**config.mk**
```make
export PLATFORM = sky130hd
export DESIGN_NAME = sample_strobe_rx
export DESIGN_NICKNAME = d
export VERILOG_FILES = /design/src/rtl/sample_pkg.sv /design/src/rtl/sample_fifo.sv /design/src/rtl/sample_strobe_rx.sv
export SDC_FILE = /design/constraint.sdc
export NUM_CORES = 1
export LEC_CHECK = 0
export CORE_MARGIN = 3
export CORE_UTILIZATION = 50
export CTS_CLUSTER_SIZE = 30
export DETAILED_ROUTE_END_ITERATION = 6
export PLACE_DENSITY = 0.72
export SETUP_SLACK_MARGIN = 0.02
export SLEW_MARGIN = 20
export SYNTH_ARGS = -nofsm -noshare
export SYNTH_HDL_FRONTEND = slang
export SYNTH_SLANG_ARGS = --single-unit
```
**constraint.sdc**
```tcl
create_clock -name clk -period 8 [get_ports clk]
set_clock_uncertainty 0.15 [all_clocks]
set_input_delay 1.6 -clock clk [delete_from_list [all_inputs] [get_ports clk]]
set_output_delay 1.6 -clock clk [all_outputs]
set_load 0.02 [all_outputs]
```
**src/rtl/sample_pkg.sv**
```systemverilog
// Shared constants for the sample-strobe receive path: FSM state codes and
// default widths/timeout used by sample_strobe_rx and its buffer.
package sample_pkg;

  typedef logic [1:0] state_t;

  localparam state_t IDLE   = 2'd0;
  localparam state_t ARMED  = 2'd1;
  localparam state_t LOCKED = 2'd2;
  localparam state_t LOST   = 2'd3;

  localparam int unsigned DEF_DW      = 12;
  localparam int unsigned DEF_PW      = 17;
  localparam int unsigned DEF_TIMEOUT = 100000;
  localparam int unsigned DEF_DEPTH   = 4;

endpackage

```
**src/rtl/sample_fifo.sv**
```systemverilog
// Small synchronous FIFO buffering captured samples; a push while full is
// accepted only when a pop happens in the same cycle.
module sample_fifo #(
  parameter int unsigned DW    = 12,
  parameter int unsigned DEPTH = 4
) (
  input  logic                     clk,
  input  logic                     rst_n,
  input  logic                     push,
  input  logic                     pop,
  input  logic [DW-1:0]            din,
  output logic                     full,
  output logic                     empty,
  output logic [DW-1:0]            dout,
  output logic [$clog2(DEPTH):0]   count
);

  localparam int unsigned AW = $clog2(DEPTH);

  logic [DW-1:0] mem_q [DEPTH];
  logic [AW-1:0] wr_q, rd_q;
  logic [AW:0]   cnt_q;
  logic          do_push, do_pop;

  assign full    = (cnt_q == (AW+1)'(DEPTH));
  assign empty   = (cnt_q == '0);
  assign do_pop  = pop & ~empty;
  assign do_push = push & (~full | do_pop);
  assign dout    = mem_q[rd_q];
  assign count   = cnt_q;

  always_ff @(posedge clk or negedge rst_n) begin
    if (!rst_n) begin
      mem_q <= '{default: '0};
      wr_q  <= '0;
      rd_q  <= '0;
      cnt_q <= '0;
    end else begin
      if (do_push) begin
        mem_q[wr_q] <= din;
        wr_q        <= wr_q + 1'b1;
      end
      if (do_pop) begin
        rd_q <= rd_q + 1'b1;
      end
      case ({do_push, do_pop})
        2'b10:   cnt_q <= cnt_q + 1'b1;
        2'b01:   cnt_q <= cnt_q - 1'b1;
        default: cnt_q <= cnt_q;
      endcase
    end
  end

endmodule

```
**src/rtl/sample_strobe_rx.sv**
```systemverilog
// Brings an asynchronous sample clock into the clk domain: strobe per rising edge,
// buffered sample stream, period measurement and loss-of-clock detection.
module sample_strobe_rx
  import sample_pkg::*;
#(
  parameter int unsigned DW      = DEF_DW,
  parameter int unsigned PW      = DEF_PW,
  parameter int unsigned TIMEOUT = DEF_TIMEOUT,
  parameter int unsigned DEPTH   = DEF_DEPTH
) (
  input  logic          clk,
  input  logic          rst_n,
  input  logic          sclk_in,
  input  logic [DW-1:0] din,
  input  logic          out_ready,
  output logic          out_valid,
  output logic [DW-1:0] out_data,
  output logic          strobe,
  output logic [PW-1:0] period,
  output logic          period_valid,
  output logic          lost,
  output logic          overflow
);

  logic s1_q, s2_q, s3_q, rise, strobe_q, ovf_q;
  logic [PW-1:0] cnt_q, cnt_d, period_q, period_d;
  logic pv_q, pv_d, lost_q, lost_d;
  state_t state_q, state_d;
  logic full, empty, pop, timeout_hit;
  logic [$clog2(DEPTH):0] fill;

  assign rise = s2_q & ~s3_q;
  assign pop  = ~empty & out_ready;
  // An edge already in the synchroniser pipeline (rise) beats the timeout, so a
  // sample period equal to TIMEOUT still measures cleanly.
  assign timeout_hit = (cnt_q == PW'(TIMEOUT - 1)) & ~strobe_q & ~rise;

  sample_fifo #(
    .DW    (DW),
    .DEPTH (DEPTH)
  ) u_fifo (
    .clk   (clk),
    .rst_n (rst_n),
    .push  (strobe_q),
    .pop   (pop),
    .din   (din),
    .full  (full),
    .empty (empty),
    .dout  (out_data),
    .count (fill)
  );

  always_comb begin
    if (rst_n) assert (empty == (fill == '0));
  end

  always_ff @(posedge clk or negedge rst_n) begin
    if (!rst_n) begin
      s1_q     <= 1'b0;
      s2_q     <= 1'b0;
      s3_q     <= 1'b0;
      strobe_q <= 1'b0;
      ovf_q    <= 1'b0;
      cnt_q    <= '0;
      period_q <= '0;
      pv_q     <= 1'b0;
      lost_q   <= 1'b0;
      state_q  <= IDLE;
    end else begin
      s1_q     <= sclk_in;
      s2_q     <= s1_q;
      s3_q     <= s2_q;
      strobe_q <= rise;
      ovf_q    <= strobe_q & full & ~pop;
      cnt_q    <= cnt_d;
      period_q <= period_d;
      pv_q     <= pv_d;
      lost_q   <= lost_d;
      state_q  <= state_d;
    end
  end

  always_comb begin
    state_d = state_q;
    unique case (state_q)
      IDLE:    if (strobe_q) state_d = ARMED;
      ARMED:   if (strobe_q) state_d = LOCKED; else if (timeout_hit) state_d = LOST;
      LOCKED:  if (timeout_hit) state_d = LOST;
      LOST:    if (strobe_q) state_d = ARMED;
      default: state_d = IDLE;
    endcase
  end

  always_comb begin
    period_d = period_q;
    pv_d     = pv_q;
    lost_d   = lost_q;
    if (strobe_q) begin
      cnt_d = PW'(1);
    end else if (cnt_q == {PW{1'b1}}) begin
      cnt_d = cnt_q;
    end else begin
      cnt_d = cnt_q + 1'b1;
    end
    if (strobe_q) begin
      lost_d = 1'b0;
      if (state_q == ARMED || state_q == LOCKED) begin
        period_d = cnt_q;
        pv_d     = 1'b1;
      end
    end else if (timeout_hit && (state_q == ARMED || state_q == LOCKED)) begin
      lost_d = 1'b1;
      pv_d   = 1'b0;
    end
  end

  assign out_valid    = ~empty;
  assign strobe       = strobe_q;
  assign period       = period_q;
  assign period_valid = pv_q;
  assign lost         = lost_q;
  assign overflow     = ovf_q;

endmodule

```
# After elaboration in Yosys (flattened, before gate mapping)
# Index checks and enable logic that the tools add are counted.
# op_classes
order_cmp,3
reduce_logical,10
n_eq_ne,11
muxes,18
n_bitwise,17
add_sub_neg,5
# op_table
op,n
$bwmux W48,1
$mux W12,3
$eq A17 B17 Y1 const B,2
$mux W17,2
$bmux W12 S2,1
$demux W12 S2,1
$add A17 B1 Y17 const B,1
$and A1 B1 Y1,8
$eq A2 B2 Y1 const B,3
$ge A3 B3 Y1 const B,2
$mux W2,3
$not A1 Y1,6
$not A2 Y3,2
$pmux W2 S3,1
$pmux W3 S2,1
$mux W1,5
$add A2 B1 Y2 const B,2
$eq A2 B1 Y1 const B,2
$ne A2 B1 Y1 const B,2
$reduce_and A2 Y1,2
$reduce_bool A2 Y1,2
$add A3 B1 Y3 const B,1
$eq A3 B3 Y1 const B,1
$logic_not A3 Y1,1
8 further kinds,9
# word_totals
reg_bits,98
out_inout_bits,34

# Longest topological paths before layout
# Gate-level depths: netlist of the first run.
# depth
depth_word,8
depth_mapped,10

# By module
# Synthesis of the first run repeated with hierarchy kept, for this count alone.
# hier_totals
cells_unflattened,325
area_unflattened_um2,4436.8
# by_module_without_submodules
module,seq_area_each_um2,area_per_inst_um2,cells_each,instances
sample_fifo,1376.3,2504.9,156,1
sample_strobe_rx,1076.0,1931.9,169,1

# Worst setup path after synthesis of the first run
# OpenSTA, ideal clock, no wires.
# synth_path
path_type,input to register
start,input port out_ready
end,register u_fifo.cnt_q[2] (netlist: u_fifo.count[2])
setup_ns,0.079
path_slack_ns,4.668
stages,10
required_time_ns,7.771
t_arrival_ns,3.102
path_cell_list,nor4b_1 > nor2b_1 > buf_2 > inv_1 > ha_1 > inv_1 > fa_1 > xor2_1 > nor2_1 > xor2_1
# synth_between
elab_chain_len,6
# synth_lines
element,line,text
start: declaration,sample_strobe_rx.sv:15,"input logic out_ready,"
$and A1 B1 Y1 (*),sample_strobe_rx.sv:33,assign pop = ~empty & out_ready;
$and A1 B1 Y1 (*),sample_fifo.sv:27,assign do_pop = pop & ~empty;
$or A1 B1 Y1,sample_fifo.sv:28,assign do_push = push & (~full | do_pop);
$and A1 B1 Y1,sample_fifo.sv:28,
$eq A2 B1 Y1 / $eq A2 B2 Y1 (equally long branches),sample_fifo.sv:46,"case ({do_push, do_pop})"
$pmux W3 S2 / $reduce_bool A2 Y1 (equally long branches),n/a,
end signal: assignment,sample_fifo.sv:47,2'b10: cnt_q <= cnt_q + 1'b1;
end signal: assignment,sample_fifo.sv:48,2'b01: cnt_q <= cnt_q - 1'b1;
end signal: assignment,sample_fifo.sv:49,default: cnt_q <= cnt_q;
end: declaration,sample_fifo.sv:22,logic [AW:0] cnt_q;
# Every way passes the cells marked *; elsewhere a longest branch is shown, timed or not.
# A chain may end at the register's enable or synchronous reset.

# Worst setup path in the final report of the first run
# layout_path
start,register u_fifo.rd_q[0]
end,output port out_data[4]
# layout_between
elab_chain_len,4
# layout_lines
element,line,text
start: declaration,sample_fifo.sv:21,"logic [AW-1:0] wr_q, rd_q;"
start signal: assignment,sample_fifo.sv:44,rd_q <= rd_q + 1'b1;
$not A2 Y3 (implied by the code),sample_fifo.sv:29,assign dout = mem_q[rd_q];
$bmux W12 S2,sample_fifo.sv:29,
$mux W12 (implied by the code) (2 in series),sample_fifo.sv:29,
end: declaration,sample_strobe_rx.sv:17,"output logic [DW-1:0] out_data,"
# Every way passes these cells. The select of a mux whose other input is x is not followed.

==> results of run 1 <==
## path summary, 6_finish.rpt
path                       slack (ps)      startpoint          endpoint
max                              3830  u_fifo.rd_q[0]       out_data[4]
min                               210            s1_q              s2_q
max reg2reg                      5150        cnt_q[4]          cnt_q[8]
min reg2reg                       210            s1_q              s2_q
max in group asynchronous        5540           rst_n          cnt_q[0]
min in group asynchronous        1070           rst_n  u_fifo.mem_q[37]
## flip-flops by register name, summed over array words and instances (netlist names)
name and cells:
cnt_q 17, lost 1, overflow 1, period 17, period_valid 1, s1_q 1
s2_q 1, s3_q 1, state_q 2, strobe 1, u_fifo.count 3, u_fifo.mem_q 48
u_fifo.rd_q 2, u_fifo.wr_q 2
## cells by family after synthesis
kind of cell	count (synthesis)
buf+inv	27
xor+xnor	14
simple gates	69
mux	81
fa+ha+maj	10
compound gates	18
flops	98
## through the flow
step	utilization [%]	setup slack [ps]	total power, uW	hold slack, ps	cells
5_1_grt	61.5	3650	1920	227	474
4_1_cts	61.5	3760	1820	207	474
3_5_place_dp	59.1	4080	1490	185	458
2_1_floorplan	-	4670	1250	181	317
6_report	61.5	3830	1800	205	474
3_3_place_gp	59.1	4160	1460	183	458
## placed cells by master (no fill, tap or decap), drive strengths merged, types with 2 or more instances in the layout
master,instances
xor2,6
o21ai,4
nor2b,7
nand4,3
a21oi,6
nand2,12
nand2b,3
or3,2
o31ai,3
nor4b,3
and3,2
mux2,66
mux2i,3
nor2,16
xnor2,8
dfrtp,98
or4,4
clkinv,4
clkbuf,9
nor3,2
nand3,4
buf,3
ha,9
clkdlybuf4s50,48
inv,13
o41ai,2
and2,2
or4b,2
mux4,12
nor4,3
## worst max-delay path, stage by stage (launching register included)
cell and delay, ps:
dfrtp_1 890, mux4_2 610, clkdlybuf4s50_1 550
## layout make-up
class / instances / area share [%]
Clock buffer: 9 / 2.40
Clock inverter: 7 / 1.50
Inverter: 12 / 0.874
Multi-Input combinational cell: 192 / 35.4
Sequential cell: 98 / 47.6
Tap cell: 105 / 2.55
Timing Repair Buffer: 51 / 9.75
## layer usage
metal / vias up / track usage [%] / wire [um]
met4: 0 / 8.40 / 196
met1: 1362 / 22.6 / 3540
met2: 50 / 29.7 / 4030
met3: 17 / 3.47 / 279
met5: - / 0 / 0
li1: 1230 / - / -
## power by group through the flow
stage	sequential, uW	clock [uW]	combinational (uW)
2_1_floorplan	749	0	497
3_3_place_gp	790	0	672
3_5_place_dp	798	0	693
4_1_cts	788	335	696
5_1_grt	814	356	747
6_report	786	325	686
==> results.ini, run 1 <==
[run_status]
outcome = finished clean

[clock_network]
cts_resized = 0
cts_setup_buffers = 0
cts_root_buf = clkbuf_8
cts_buffer_depth = 2
cts_tree = done
postCtsHoldBufs = 0
clk_pin_slew_ps = 100
cts_sinks = 98
htree_levels = 3
insertion_delay_ps = 370
cts_buffers = 9

[min_path]
min_path_type = reg2reg
holdPathStages = 0

[detailed_routing]
postRouteWirelength_mm = 8.04
route.detailed.drc = 0
dr.first_iter.drc_count = 80
ant_nets = 0
first_pass_iters = 4
post_drt_wl_per_cell_um = 17.0
viasPerCell = 5.61
vias = 2659

[synth]
yosys.area_share.simple_pct = 9.33
yosys-top-cells-area = dfrtp_1 56%, mux2_2 17%, mux4_2 6.1%
synth-compound-area-share_pct = 2.55
synth_area_mm2 = 0.00441
syn_inst = 317
synth.area.mux_share_pct = 23.7
synthAdderAreaFrac_pct = 3.01
synth.distinct_cells = 43
yosysTopAreaCell = dfrtp_1
synth_top_family_by_area = multiplexers
synth_edf_count = 0
ys_async_sr_fraction_pct = 100
synth_commonest_cells = 98 x dfrtp_1, 66 x mux2_2, 16 x nor2_1
synth-xor-area-share_pct = 2.78
yosys_register_bits = 98
synth_flop_cell = dfrtp_1
synthesis.nets = 343
synth_area_per_cell_um2 = 13.9
synth_top_area_share_pct = 55.6
post-synth-top-count-cell = dfrtp_1
ys_seq_area_share_pct = 55.6
yosys_warnings = 0

[power]
p_comb_share_pct = 38.2
internal_power_uw = 1210
p_leak_uw = 0.00222
swShare_pct = 32.5
peakVddDrop_v = 0.000182
power-per-cell-area_mw_per_mm2 = 348
power_switching_uw = 584
pwr-share-clk_pct = 18.1
power_frac_seq_pct = 43.7

[sta]
rsz0062_at_grt = false
setup_viol = 0
worst_pin_slew_ps = 902
min_period_ps = 4170
finalHoldViolCount = 0
fin_setup_tns_ps = 0
finalMaxSlewViolations = 0
slew_headroom_pct = 39.9
period_share_pct = 52.1
fmax_mhz = 240

[grt]
grt_max_degree = 54
grt_usage_pct = 17.9
grt_pass1_vias = 2899
antenna_found_initial = 0
grt_pass1_wl_mm = 14.0
globalRouteOverflowTotal = 0

[placement]
routabilityCongestion = 0.798
dp_hpwl_mm = 5.27
port_buffers = 49
dpl_cell_area_mm2 = 0.00495

[floorplanning]
dieArea_mm2 = 0.00999
start_util_pct = 52.6
ios = 50
die_h_um = 99.9
num_rows = 33
core_mm2 = 0.00838
fp.dieW_um = 99.9

[setup_path]
critPathRequiredTime_ps = 6250
arrival_ps = 2420
crit_type = reg2out
r2r_cells = 8
startpoint_type = register
cp-end-kind = output pin
worst-path-max-fanout = 14

[cells_and_area]
nets = 390
multiInputGateArea_mm2 = 0.00182
final_cell_area_mm2 = 0.00516
seq_area_mm2 = 0.00245
diodes = 0
synthToLayoutAreaGrowth_pct = 16.9
num-fill-cells = 690
drive_gt1_share_pct = 28.2

[job]
cap_violations = 0

Note: power is estimated with default switching activity, not from simulation.
==> run 2, diff against run 1 <==
==> constraint.sdc (replaced) <==
create_clock -name clk -period 4.27 [get_ports clk]
set_clock_uncertainty 0.15 [all_clocks]
set_input_delay 0.854 -clock clk [delete_from_list [all_inputs] [get_ports clk]]
set_output_delay 0.854 -clock clk [all_outputs]
set_load 0.02 [all_outputs]
==> run 2 against run 1 <==
Compared with the run above:
- utilization increased by 0.10 points
- routed wire length fell by 3.2%
- register-to-register slack got worse by 3700 ps
- global-route usage down 0.83 points
- power increased by 87%
- largest power group unchanged
- highest routed layer unchanged
==> results.ini, run 2 (synthesized netlist as in run 1, its figures left out) <==
[clock_network]
cts_setup_buffers = 0  ; unchanged
cts_buffers = 9  ; unchanged
cts_resized = 0  ; unchanged
cts_sinks = 98  ; unchanged
postCtsHoldBufs = 0  ; unchanged
clk_pin_slew_ps = 100  ; about the same
cts_buffer_depth = 2  ; unchanged
htree_levels = 3  ; unchanged
insertion_delay_ps = 350  ; -20 ps
cts_root_buf = clkbuf_8
cts_tree = done

[floorplanning]
num_rows = 33  ; unchanged
ios = 50  ; unchanged
fp.dieW_um = 99.9  ; unchanged
start_util_pct = 52.6  ; unchanged
dieArea_mm2 = 0.00999  ; unchanged
die_h_um = 99.9  ; unchanged
core_mm2 = 0.00838  ; unchanged

[cells_and_area]
final_core_util_pct = 61.6  ; +0.10 points
largest_reg_flops = 48  ; unchanged
num-fill-cells = 664  ; -3.8%
layout_commonest_cell = dfrtp_1
diodes = 0  ; unchanged
most-common-layout-cells = 98 x dfrtp_1, 66 x mux2_2, 48 x clkdlybuf4s50_1
regMostFlops = u_fifo.mem_q
synthToLayoutAreaGrowth_pct = 17.1
drive_gt1_share_pct = 28.4  ; +0.19 points
nets = 391  ; +0.26%

[setup_path]
rr_startpoint = cnt_q[4]
r2r_slack_ps = 1480  ; -3670 ps
worst-path-max-fanout = 14  ; unchanged
arrival_ps = 2400  ; -20 ps
r2r_cells = 8  ; unchanged
critPathRequiredTime_ps = 3270  ; -2980 ps
regToRegEndpoint = cnt_q[8]
crit_type = reg2out
startpoint_type = register
cp-end-kind = output pin

[detailed_routing]
post_drt_wl_per_cell_um = 16.4  ; -3.4%
route.detailed.drc = 0  ; unchanged
postRouteWirelength_mm = 7.79  ; -3.2%
first_pass_iters = 5  ; +1
viasPerCell = 5.55  ; -1.0%
dr.first_iter.drc_count = 51  ; -36%
ant_nets = 0  ; unchanged
vias = 2638  ; -0.79%

[min_path]
min_to = s2_q
holdPathStages = 0  ; unchanged
min_path_type = reg2reg
worstHoldStart = s1_q

[power]
p_leak_uw = 0.00222  ; -0.13%
power-per-cell-area_mw_per_mm2 = 649  ; +86%
peakVddDrop_v = 0.000265  ; +46%

[grt]
antenna_found_initial = 0  ; unchanged
grt_usage_pct = 17.0  ; -0.83 points
grt_pass1_wl_mm = 13.4  ; -3.9%
grt_pass1_vias = 2868  ; -1.1%
globalRouteOverflowTotal = 0  ; unchanged
grt_max_degree = 58  ; +7.4%

[sta]
setup_viol = 0  ; unchanged
worst_pin_slew_ps = 885  ; -16.3 ps
finalHoldViolCount = 0  ; unchanged
slew_headroom_pct = 41.0  ; +1.1 points
fmax_mhz = 294
min_period_ps = 3410
finalMaxSlewViolations = 0  ; unchanged
rsz0062_at_grt = false
period_share_pct = 79.8
fin_setup_tns_ps = 0  ; unchanged

[placement]
dp_hpwl_mm = 5.30  ; +0.48%
port_buffers = 49  ; unchanged
routabilityCongestion = 0.794  ; -0.43%

[job]
cap_violations = 0  ; unchanged

[run_status]
outcome = finished clean

## run 2: cell count changes in the layout (fill, tap and decap cells not counted)
cell	previous run	this run
clkinv_2	1	0
buf_4	3	4
clkinv_4	3	2
clkinvlp_4	1	3
## run 2: per-layer routing
metal | routed length (um) | track usage, % | vias up
met1 | 3410 | 20.9 | 1356
met5 | 0 | 0 | -
li1 | - | - | 1231
met4 | 96 | 5.46 | 0
met2 | 3990 | 29.7 | 40
met3 | 290 | 4.17 | 11
## run 2: worst max-delay path by stage
stage	startpoint	end	slack (ps)	depth (start not counted)
2_1_floorplan	out_ready	u_fifo.count[2]	1680	10
3_3_place_gp	out_ready	u_fifo.count[2]	1170	10
3_5_place_dp	out_ready	u_fifo.count[2]	1080	10
4_1_cts	u_fifo.rd_q[0]	out_data[10]	800	2
5_1_grt	u_fifo.rd_q[0]	out_data[7]	660	2
6_report	u_fifo.rd_q[0]	out_data[2]	860	2
## run 2: metrics by stage
step | std cells | hold slack [ps] | worst slack [ps] | total power [uW] | area (um^2)
final | 475 | 204 | 863 | 3350 | 5160
after global routing | 475 | 229 | 657 | 3570 | 5160
after CTS | 475 | 206 | 801 | 3400 | 5160
after detailed placement | 459 | 185 | 1080 | 2790 | 4960
after global placement | 459 | 184 | 1170 | 2740 | 4960
after floorplan | 317 | 181 | 1680 | 2330 | 4410
## run 2: critical path, stage by stage (launching register included)
cell and delay, ps:
dfrtp_1 900, mux4_2 600, clkdlybuf4s50_1 550
## run 2: power breakdown
| group | leakage [uW] | internal, uW | total [uW] | switching [uW] |
|---|---|---|---|---|
| Combinational | 0.000892 | 759 | 1280 | 520 |
| Clock | 0.0000921 | 275 | 604 | 329 |
| Sequential | 0.00123 | 1240 | 1470 | 230 |
| Total | 0.00222 | 2270 | 3350 | 1080 |
## run 2: final cells by class
cell class | instances | area (um^2) | share of cell area, %
sequential | 98 | 2450 | 47.5
multi-input combinational | 192 | 1820 | 35.3
timing repair buffer | 52 | 510 | 9.88
tap | 105 | 131 | 2.54
clock buffer | 9 | 124 | 2.40
clock inverter | 7 | 78.8 | 1.53
inverter | 12 | 45.0 | 0.872
==> run 3, diff against run 2 <==
==> constraint.sdc (replaced) <==
create_clock -name clk -period 3.4 [get_ports clk]
set_clock_uncertainty 0.15 [all_clocks]
set_input_delay 0.68 -clock clk [delete_from_list [all_inputs] [get_ports clk]]
set_output_delay 0.68 -clock clk [all_outputs]
set_load 0.02 [all_outputs]
==> run 3 against run 2 <==
Compared with the run above:
- hold slack worse by 21 ps
- first-iteration DRC count rose by 73%
- final area increased by 0.94%
- utilization rose by 0.58 points
- via count increased by 0.45%
- worst setup slack worse by 580 ps
- critical endpoint is now out_data[11]
- highest routed layer unchanged
==> results.ini, run 3 (synthesized netlist as in run 1, its figures left out) <==
[setup_path]
r2r_cells = 8  ; unchanged
endpoint = out_data[11]
worst-path-buf-inv = 2  ; +1
arrival_ps = 2290  ; -110 ps
r2r_slack_ps = 590  ; -890 ps
cp.depth = 3  ; +1
crit_family = buffers and inverters
path_cells = buf_12 -> mux4_2 -> clkdlybuf4s50_1
cp-end-kind = output pin
critPathRequiredTime_ps = 2570  ; -700 ps
worstSetupStartpoint = u_fifo.rd_q[0]
crit_type = reg2out
worst-path-max-fanout = 8  ; -6
cpPeakStageDelay_ps = 640  ; -260 ps
regToRegEndpoint = cnt_q[8]
crit_slowest_cell = dfrtp_1
rr_startpoint = cnt_q[4]
startpoint_type = register

[power]
internal_power_uw = 2910  ; +28%
p_comb_share_pct = 39.2  ; +1.0 points
power-per-cell-area_mw_per_mm2 = 819  ; +26%
pwr-share-clk_pct = 18.0  ; about the same
peakVddDrop_v = 0.000387  ; +46%
power_frac_seq_pct = 42.8  ; -1.0 points
swShare_pct = 31.9  ; -0.31 points
p_leak_uw = 0.00224  ; +1.3%
power_switching_uw = 1360  ; +26%

[detailed_routing]
vias = 2650  ; +0.45%
first_pass_iters = 4  ; -1
viasPerCell = 5.53  ; -0.38%
postRouteWirelength_mm = 7.80  ; +0.18%
dr.first_iter.drc_count = 88  ; +73%
ant_nets = 0  ; unchanged
route.detailed.drc = 0  ; unchanged
post_drt_wl_per_cell_um = 16.3  ; -0.66%

[cells_and_area]
layout_commonest_cell = dfrtp_1
final_cells = 479  ; +0.84%
nets = 395  ; +1.0%
diodes = 0  ; unchanged
drive_gt1_share_pct = 29.1  ; +0.77 points
synthToLayoutAreaGrowth_pct = 18.2
final_core_util_pct = 62.2  ; +0.58 points
regMostFlops = u_fifo.mem_q
most-common-layout-cells = 98 x dfrtp_1, 66 x mux2_2, 48 x clkdlybuf4s50_1
largest_reg_flops = 48  ; unchanged
final_cell_area_mm2 = 0.00521  ; +0.94%

[grt]
grtUsageMet2_pct = 29.7  ; unchanged
grt_max_degree = 55  ; -5.2%
grt_usage_pct = 17.3  ; +0.23 points
globalRouteOverflowTotal = 0  ; unchanged
grt_use_met1_pct = 22.1  ; +1.2 points
grt_pass1_wl_mm = 13.6  ; +1.4%
grt_pass1_vias = 2802  ; -2.3%
antenna_found_initial = 0  ; unchanged
grt_use_met3_pct = 4.52  ; +0.35 points
busiest_layer = met2

[floorplanning]
dieArea_mm2 = 0.00999  ; unchanged
start_util_pct = 52.6  ; unchanged
ios = 50  ; unchanged
die_h_um = 99.9  ; unchanged
core_mm2 = 0.00838  ; unchanged
fp.dieW_um = 99.9  ; unchanged
num_rows = 33  ; unchanged

[sta]
period_share_pct = 91.6
worst_pin_slew_ps = 662  ; -223 ps
min_period_ps = 3120
slew_headroom_pct = 55.9  ; +15 points
rsz0062_at_grt = false
fmax_mhz = 321
finalHoldViolCount = 0  ; unchanged
finalMaxSlewViolations = 0  ; unchanged
fin_setup_tns_ps = 0  ; unchanged
setup_viol = 0  ; unchanged

[min_path]
min_path_type = in2async

[job]
cap_violations = 0  ; unchanged

[placement]
port_buffers = 49  ; unchanged
routabilityCongestion = 0.808  ; +1.7%
dpl_cell_area_mm2 = 0.00500  ; +0.86%
dp_hpwl_mm = 5.33  ; +0.69%
dp.cells = 463  ; +0.87%

[clock_network]
postCtsHoldBufs = 0  ; unchanged
cts_tree = done
cts_root_buf = clkbuf_8
htree_levels = 3  ; unchanged
clk_pin_slew_ps = 100  ; about the same
cts_sinks = 98  ; unchanged
cts_buffers = 9  ; unchanged
cts_resized = 0  ; unchanged
cts_setup_buffers = 0  ; unchanged
cts_buffer_depth = 2  ; unchanged
insertion_delay_ps = 360  ; about the same

[run_status]
outcome = finished clean

## run 3: metal layers
| layer | wire length (um) | part of all wire (%) |
|---|---|---|
| met1 | 3440 | 44 |
| met2 | 3940 | 51 |
| met3 | 330 | 4.2 |
| met4 | 87 | 1.1 |
| met5 | 0 | 0 |
## run 3: worst min path at each step
stage / startpoint / end / slack [ps] / cells past startpoint
after CTS: rst_n / u_fifo.mem_q[36] / 210 / 1
after floorplan: s1_q / s2_q / 180 / 0
final: rst_n / u_fifo.mem_q[36] / 180 / 1
after global routing: rst_n / u_fifo.mem_q[36] / 230 / 1
after detailed placement: s1_q / s2_q / 180 / 0
after global placement: s1_q / s2_q / 180 / 0
## run 3: power groups by stage
stage / clock network (uW) / logic (uW) / registers [uW]
floorplan: 0 / 1170 / 1760
global placement: 0 / 1650 / 1830
detailed placement: 0 / 1690 / 1860
CTS: 794 / 1700 / 1830
global route: 840 / 1830 / 1890
finish: 768 / 1670 / 1830
## run 3: area by class of cell
| cell class | instances | area, um^2 |
|---|---|---|
| well taps | 105 | 131 |
| clock buffers | 10 | 138 |
| repair buffers | 56 | 553 |
| inverters | 12 | 45.0 |
| flip-flops and latches | 98 | 2450 |
| clock inverters | 6 | 71.3 |
| multi-input cells | 192 | 1820 |
| fillers | 679 | 3170 |
## run 3: through the flow
stage	worst slack [ps]	hold slack, ps	power [uW]
after detailed placement	431	185	3550
final	284	183	4270
after CTS	245	206	4320
after floorplan	864	181	2930
after global routing	154	229	4550
after global placement	511	184	3480
